[config.mk]
export PLATFORM = sky130hd
export DESIGN_NAME = data_cache
export DESIGN_NICKNAME = d
export VERILOG_FILES = /design/src/rtl/data_cache_pkg.sv /design/src/rtl/cache_line_store.sv /design/src/rtl/data_cache.sv
export SDC_FILE = /design/constraint.sdc
export NUM_CORES = 1
export LEC_CHECK = 0
export CAP_MARGIN = 20
export CORE_MARGIN = 3
export CORE_UTILIZATION = 30
export DETAILED_ROUTE_END_ITERATION = 6
export GPL_TIMING_DRIVEN = 0
export PLACE_DENSITY_LB_ADDON = 0.15
export SYNTH_ARGS = -nofsm -noshare
export SYNTH_HDL_FRONTEND = slang
export SYNTH_SLANG_ARGS = --single-unit
[constraint.sdc]
create_clock -name CLK -period 8.2 [get_ports CLK]
set_input_delay 2.05 -clock CLK [delete_from_list [all_inputs] [get_ports CLK]]
set_output_delay 2.05 -clock CLK [all_outputs]
set_load 0.02 [all_outputs]
[src/rtl/data_cache_pkg.sv]
// Shared geometry and FSM encoding for the direct-mapped data cache.
// Latency: n/a (types, constants and a byte-select helper only).
// Backpressure: n/a.
package data_cache_pkg;

  localparam int ADDR_W      = 8;
  localparam int NUM_BLOCKS  = 8;
  localparam int BLOCK_BYTES = 4;
  localparam int IDX_W       = 3;
  localparam int OFF_W       = 2;
  localparam int TAG_W       = ADDR_W - IDX_W - OFF_W;
  localparam int BLOCK_W     = 8 * BLOCK_BYTES;
  localparam int MADDR_W     = TAG_W + IDX_W;

  typedef enum logic [1:0] {
    IDLE      = 2'd0,
    WRITEBACK = 2'd1,
    FETCH     = 2'd2
  } state_t;

  // Byte 0 of a block lives in bits [7:0].
  function automatic logic [7:0] byte_sel(input logic [BLOCK_W-1:0] blk,
                                          input logic [OFF_W-1:0]   off);
    return blk[off*8 +: 8];
  endfunction

endpackage

[src/rtl/cache_line_store.sv]
// Line storage for the cache: data, tag, valid and dirty per line, read at idx.
// Latency: combinational read of the indexed line; byte write / block fill commit on the next posedge.
// Backpressure: none; the caller decides when byte_we/fill_we fire (fill wins if both are high).
// Ports: clk, rst_n (async active-low, clears everything); idx selects the line for read and write;
//        byte_we/byte_off/byte_dat store one byte and set dirty; fill_we/fill_tag/fill_dat load a
//        whole block clean and valid; line_* return the indexed line.
module cache_line_store
  import data_cache_pkg::*;
(
  input  logic               clk,
  input  logic               rst_n,
  input  logic [IDX_W-1:0]   idx,
  input  logic               byte_we,
  input  logic [OFF_W-1:0]   byte_off,
  input  logic [7:0]         byte_dat,
  input  logic               fill_we,
  input  logic [TAG_W-1:0]   fill_tag,
  input  logic [BLOCK_W-1:0] fill_dat,
  output logic [BLOCK_W-1:0] line_dat,
  output logic [TAG_W-1:0]   line_tag,
  output logic               line_vld,
  output logic               line_dirty
);

  logic [BLOCK_W-1:0]    data_q [NUM_BLOCKS];
  logic [TAG_W-1:0]      tag_q  [NUM_BLOCKS];
  logic [NUM_BLOCKS-1:0] valid_q;
  logic [NUM_BLOCKS-1:0] dirty_q;

  always_ff @(posedge clk or negedge rst_n) begin
    if (!rst_n) begin
      for (int i = 0; i < NUM_BLOCKS; i++) begin
        data_q[i] <= '0;
        tag_q[i]  <= '0;
      end
      valid_q <= '0;
      dirty_q <= '0;
    end else if (fill_we) begin
      data_q[idx]  <= fill_dat;
      tag_q[idx]   <= fill_tag;
      valid_q[idx] <= 1'b1;
      dirty_q[idx] <= 1'b0;
    end else if (byte_we) begin
      data_q[idx][byte_off*8 +: 8] <= byte_dat;
      dirty_q[idx]                 <= 1'b1;
    end
  end

  assign line_dat   = data_q[idx];
  assign line_tag   = tag_q[idx];
  assign line_vld   = valid_q[idx];
  assign line_dirty = dirty_q[idx];

endmodule

[src/rtl/data_cache.sv]
// Direct-mapped write-back write-allocate byte cache between the cpu port and block memory.
// Latency: hits 0 stall (write commits next posedge); clean miss Tmem+1, dirty miss 2*Tmem+1 cycles.
// Backpressure: BUSYWAIT stalls the cpu, which holds its request; mem_busywait holds the FSM in WRITEBACK/FETCH.
// Ports: CLK, RESET (async active-low); cpu side READ/WRITE/ADDRESS/WRITEDATA in, READDATA/BUSYWAIT out;
//        memory side mem_read/mem_write/mem_address/mem_writedata out (registered, Moore),
//        mem_readdata/mem_busywait in.
module data_cache
  import data_cache_pkg::*;
(
  input  logic               CLK,
  input  logic               RESET,
  input  logic               READ,
  input  logic               WRITE,
  input  logic [ADDR_W-1:0]  ADDRESS,
  input  logic [7:0]         WRITEDATA,
  output logic [7:0]         READDATA,
  output logic               BUSYWAIT,
  output logic               mem_read,
  output logic               mem_write,
  output logic [MADDR_W-1:0] mem_address,
  output logic [BLOCK_W-1:0] mem_writedata,
  input  logic [BLOCK_W-1:0] mem_readdata,
  input  logic               mem_busywait
);

  state_t             state;
  logic [TAG_W-1:0]   tag_in;
  logic [IDX_W-1:0]   idx;
  logic [OFF_W-1:0]   off;
  logic [BLOCK_W-1:0] line_dat;
  logic [TAG_W-1:0]   line_tag;
  logic               line_vld;
  logic               line_dirty;
  logic               request;
  logic               hit;
  logic               byte_we;
  logic               fill_we;

  assign tag_in  = ADDRESS[ADDR_W-1 -: TAG_W];
  assign idx     = ADDRESS[OFF_W +: IDX_W];
  assign off     = ADDRESS[OFF_W-1:0];
  assign request = READ | WRITE;
  assign hit     = line_vld && (line_tag == tag_in);

  // Gated by RESET so the cpu sees the stall drop the moment reset is applied mid-miss.
  assign BUSYWAIT = RESET && request && !((state == IDLE) && hit);
  assign READDATA = byte_sel(line_dat, off);

  // READ and WRITE together behave as a write.
  assign byte_we = (state == IDLE) && WRITE && hit;
  assign fill_we = (state == FETCH) && !mem_busywait;

  cache_line_store u_store (
    .clk        (CLK),
    .rst_n      (RESET),
    .idx        (idx),
    .byte_we    (byte_we),
    .byte_off   (off),
    .byte_dat   (WRITEDATA),
    .fill_we    (fill_we),
    .fill_tag   (tag_in),
    .fill_dat   (mem_readdata),
    .line_dat   (line_dat),
    .line_tag   (line_tag),
    .line_vld   (line_vld),
    .line_dirty (line_dirty)
  );

  // Memory-side outputs are loaded on state entry; ADDRESS is held by the cpu
  // for the whole miss, so the fetch address stays consistent.
  always_ff @(posedge CLK or negedge RESET) begin
    if (!RESET) begin
      state         <= IDLE;
      mem_read      <= 1'b0;
      mem_write     <= 1'b0;
      mem_address   <= '0;
      mem_writedata <= '0;
    end else begin
      case (state)
        IDLE: begin
          if (request && !hit) begin
            if (line_vld && line_dirty) begin
              state         <= WRITEBACK;
              mem_write     <= 1'b1;
              mem_address   <= {line_tag, idx};
              mem_writedata <= line_dat;
            end else begin
              state       <= FETCH;
              mem_read    <= 1'b1;
              mem_address <= {tag_in, idx};
            end
          end
        end
        WRITEBACK: begin
          if (!mem_busywait) begin
            state         <= FETCH;
            mem_write     <= 1'b0;
            mem_read      <= 1'b1;
            mem_address   <= {tag_in, idx};
            mem_writedata <= '0;
          end
        end
        FETCH: begin
          if (!mem_busywait) begin
            state       <= IDLE;
            mem_read    <= 1'b0;
            mem_address <= '0;
          end
        end
        default: begin
          state         <= IDLE;
          mem_read      <= 1'b0;
          mem_write     <= 1'b0;
          mem_address   <= '0;
          mem_writedata <= '0;
        end
      endcase
    end
  end

endmodule
==> metrics.yaml <==
p_int_mw: 4.55
p_clk_share_pct: 27.8
startpoint_type: "primary input"
reg2regPathDepth: 8
drtPass1Iterations: 6
numCtsBuffers: 41
hpwl_um: 58300
whs_path_depth: 2
crit_arrival_ns: 6.14
drive_gt1_share_pct: 9.73
path_cells: "buf_4, buf_2, inv_1, clkbuf_1, and2_1, clkbuf_1, clkbuf_1, a22oi_1, nand4_1, mux4_2, clkdlybuf4s50_1"
synth_common_cells: "dfrtp_1 (338), a221o_1 (225), nand2_1 (192)"
slowest_stage: "clkbuf_1"
cp.required_ns: 6.15
met1_usage_pct: 35.9
start_util_pct: 30.6
syn_area_per_cell_um2: 10.5
grt_pass1_wl_um: 119000
routabilityCongestion: 0.953
post_cts_buffers: 0
synth-edff-count: 0
cts_tree: "done"
vias: 16500
seqPwrFrac_pct: 41.4
netlist_area_mm2: 0.0174
synth-seq-cells: 338
antenna_found_initial: 2
critPathCaptureType: "output port"
clkTransAtPathRegs_ns: 0.06
vias_per_cell: 6.39
cts_buffer_depth: 3
busiest_layer: "met2"
placementRows: 87
worstMarginPinSlew_ns: 1.22
p_switching_mw: 2.42
die_area_mm2: 0.0610
pre_cts_ws_ns: -0.470
skew_ns: 0.0214
setup_violations: 0
htreeDepth: 2
max_freq_mhz: 122
swShare_pct: 34.7
numClockSinks: 338
yosysWarnings: 0
seq_area_frac_synth_pct: 48.5
wire_per_inst_um: 32.2
yosysUniqueCellTypes: 52
grt_pass1_vias: 16100
detail_route.iter0.violations: 2231
drt-total-wl_um: 83400
async_flop_share_pct: 100
ctsHoldBuffers: 0
slew_headroom_pct: 18.2
crit_fanout: 10
synthTopCellsByArea: "dfrtp_1 (49%), a221o_1 (13%), and3_1 (5.2%)"
synth_ff_type: "dfrtp_1"
track_usage_pct: 26.9
syn-num-nets: 1715
fin_ws_ns: 0.00990
cpMostUsedCell: "clkbuf_1"
grt_start_max_net_pins: 115
die_x_um: 247
grt_use_met3_pct: 6.20
combPwrFrac_pct: 30.9
fin_crit_ns: 8.19
portBuffers: 84
syn_to_final_growth_pct: 19.6
final_util_pct: 36.6
final_max_slew_viol_count: 0
core_area_mm2: 0.0569
hold_viol_final: 0
layout.nets: 1857
cellLeakagePower_nw: 9.18
max_stage_delay_ns: 0.86
peakVddDrop_v: 0.000150
die_h_um: 247
insertion_delay_ns: 0.58
hold_path.class: "flop to flop"
powerDensity_mw_per_mm2: 334
synthCells: 1657
status: "complete, no violations"
cts_root_buf: "clkbuf_16"
period_share_pct: 99.9
critPathKind: "primary input to output port"
maxCapViolations: 0
synth_top_area_share_pct: 48.5
io_pins: 102
gr-total-overflow: 0
antenna_left: 0
drc: 0
rsz0062_at_grt: "true"
synth.most_common_cell: "dfrtp_1"
synth_top_area_cell: "dfrtp_1"
grt_use_met2_pct: 40.9
## through the flow
stage          TNS (ns)  power, mW  cells  area (µm²)  hold WS (ns)
2_1_floorplan         0       4.09   1657       17400         0.414
6_report              0       6.97   2588       20800         0.452
4_1_cts               0       6.93   2579       20800         0.450
3_3_place_gp   -3639.84       4.95   2497       19200         0.429
5_1_grt         -0.0480       7.27   2586       20800         0.460
3_5_place_dp      -2.69       4.98   2505       19300         0.435
## registers in the layout, indices dropped and copies added (netlist names), named ones only
register / cells
u_store.data_q: 256
mem_writedata: 32
u_store.tag_q: 24
u_store.valid_q: 8
mem_address: 6
state: 2
mem_read: 1
mem_write: 1
## cell usage in the layout, fill, tap and decap left out, types with 10 or more instances in the layout
cell type,n
and3_1,146
a32o_1,34
a31oi_1,99
clkbuf_16,43
buf_2,21
buf_1,36
clkbuf_1,133
a31oi_4,10
nand2_1,192
dfrtp_1,338
nor2_1,38
and2_1,31
a22oi_1,115
a221o_1,225
clkbuf_2,11
mux2i_1,10
a21oi_1,14
a22o_1,37
buf_4,15
clkdlybuf4s50_1,83
nand3_1,12
nand2b_1,10
mux4_2,11
nor3_1,14
nand4_1,26
## routing by layer
metal  wire length [µm]  up-vias
met2              36900     1018
met5                 13        -
met4               4260        2
met1              34400     8510
met3               7800      201
li1                   -     6810
## layout make-up
type                    instances  area [µm²]
clock inverters                14         174
repair buffers                 99        1020
well taps                     756         946
inverters                       9        33.8
plain buffers                 208         916
flip-flops and latches        338        8460
diodes                          2        5.00
fillers                      5655       36100
multi-input cells            1102        8050
clock buffers                  60        1230
## power by group through the flow
stage          logic [mW]  clock network, mW  registers [mW]
6_report             2.15               1.94            2.88
5_1_grt              2.31               2.03            2.94
4_1_cts              2.13               1.95            2.85
3_5_place_dp         2.12                  0            2.87
3_3_place_gp         2.08                  0            2.87
2_1_floorplan        1.31                  0            2.78
## logic make-up after synthesis
| family | after synthesis | share of synthesized area [%] |
|---|---|---|
| flops | 338 | 48.5 |
| buf+inv | 217 | 5.34 |
| xor+xnor | 2 | 0.101 |
| fa+ha+maj | 5 | 0.359 |
| compound gates | 577 | 29.0 |
| mux | 27 | 2.45 |
| simple gates | 491 | 14.3 |
## critical path: cells and delay by family
family	cells	cell delay, ns
simple gates	2	0.72
buf+inv	7	2.82
compound gates	1	0.17
mux	1	0.36
## final timing paths
path	slack, ns	endpoint	from
max	0.01	READDATA[5]	ADDRESS[3]
min	0.45	u_store.valid_q[7]	u_store.valid_q[7]
max reg2reg	4.70	u_store.data_q[59]	state[1]
min reg2reg	0.45	u_store.valid_q[7]	u_store.valid_q[7]
max in group asynchronous	5.47	u_store.data_q[89]	RESET
min in group asynchronous	1.33	u_store.data_q[144]	RESET
## repair_timing
| action | CTS | global route |
|---|---|---|
| resized for setup | 9 | 16 |
| endpoints found under the setup margin | 8 | 7 |
| pin swaps | 0 | 0 |
No activity file was read; power rests on OpenSTA's default activity.
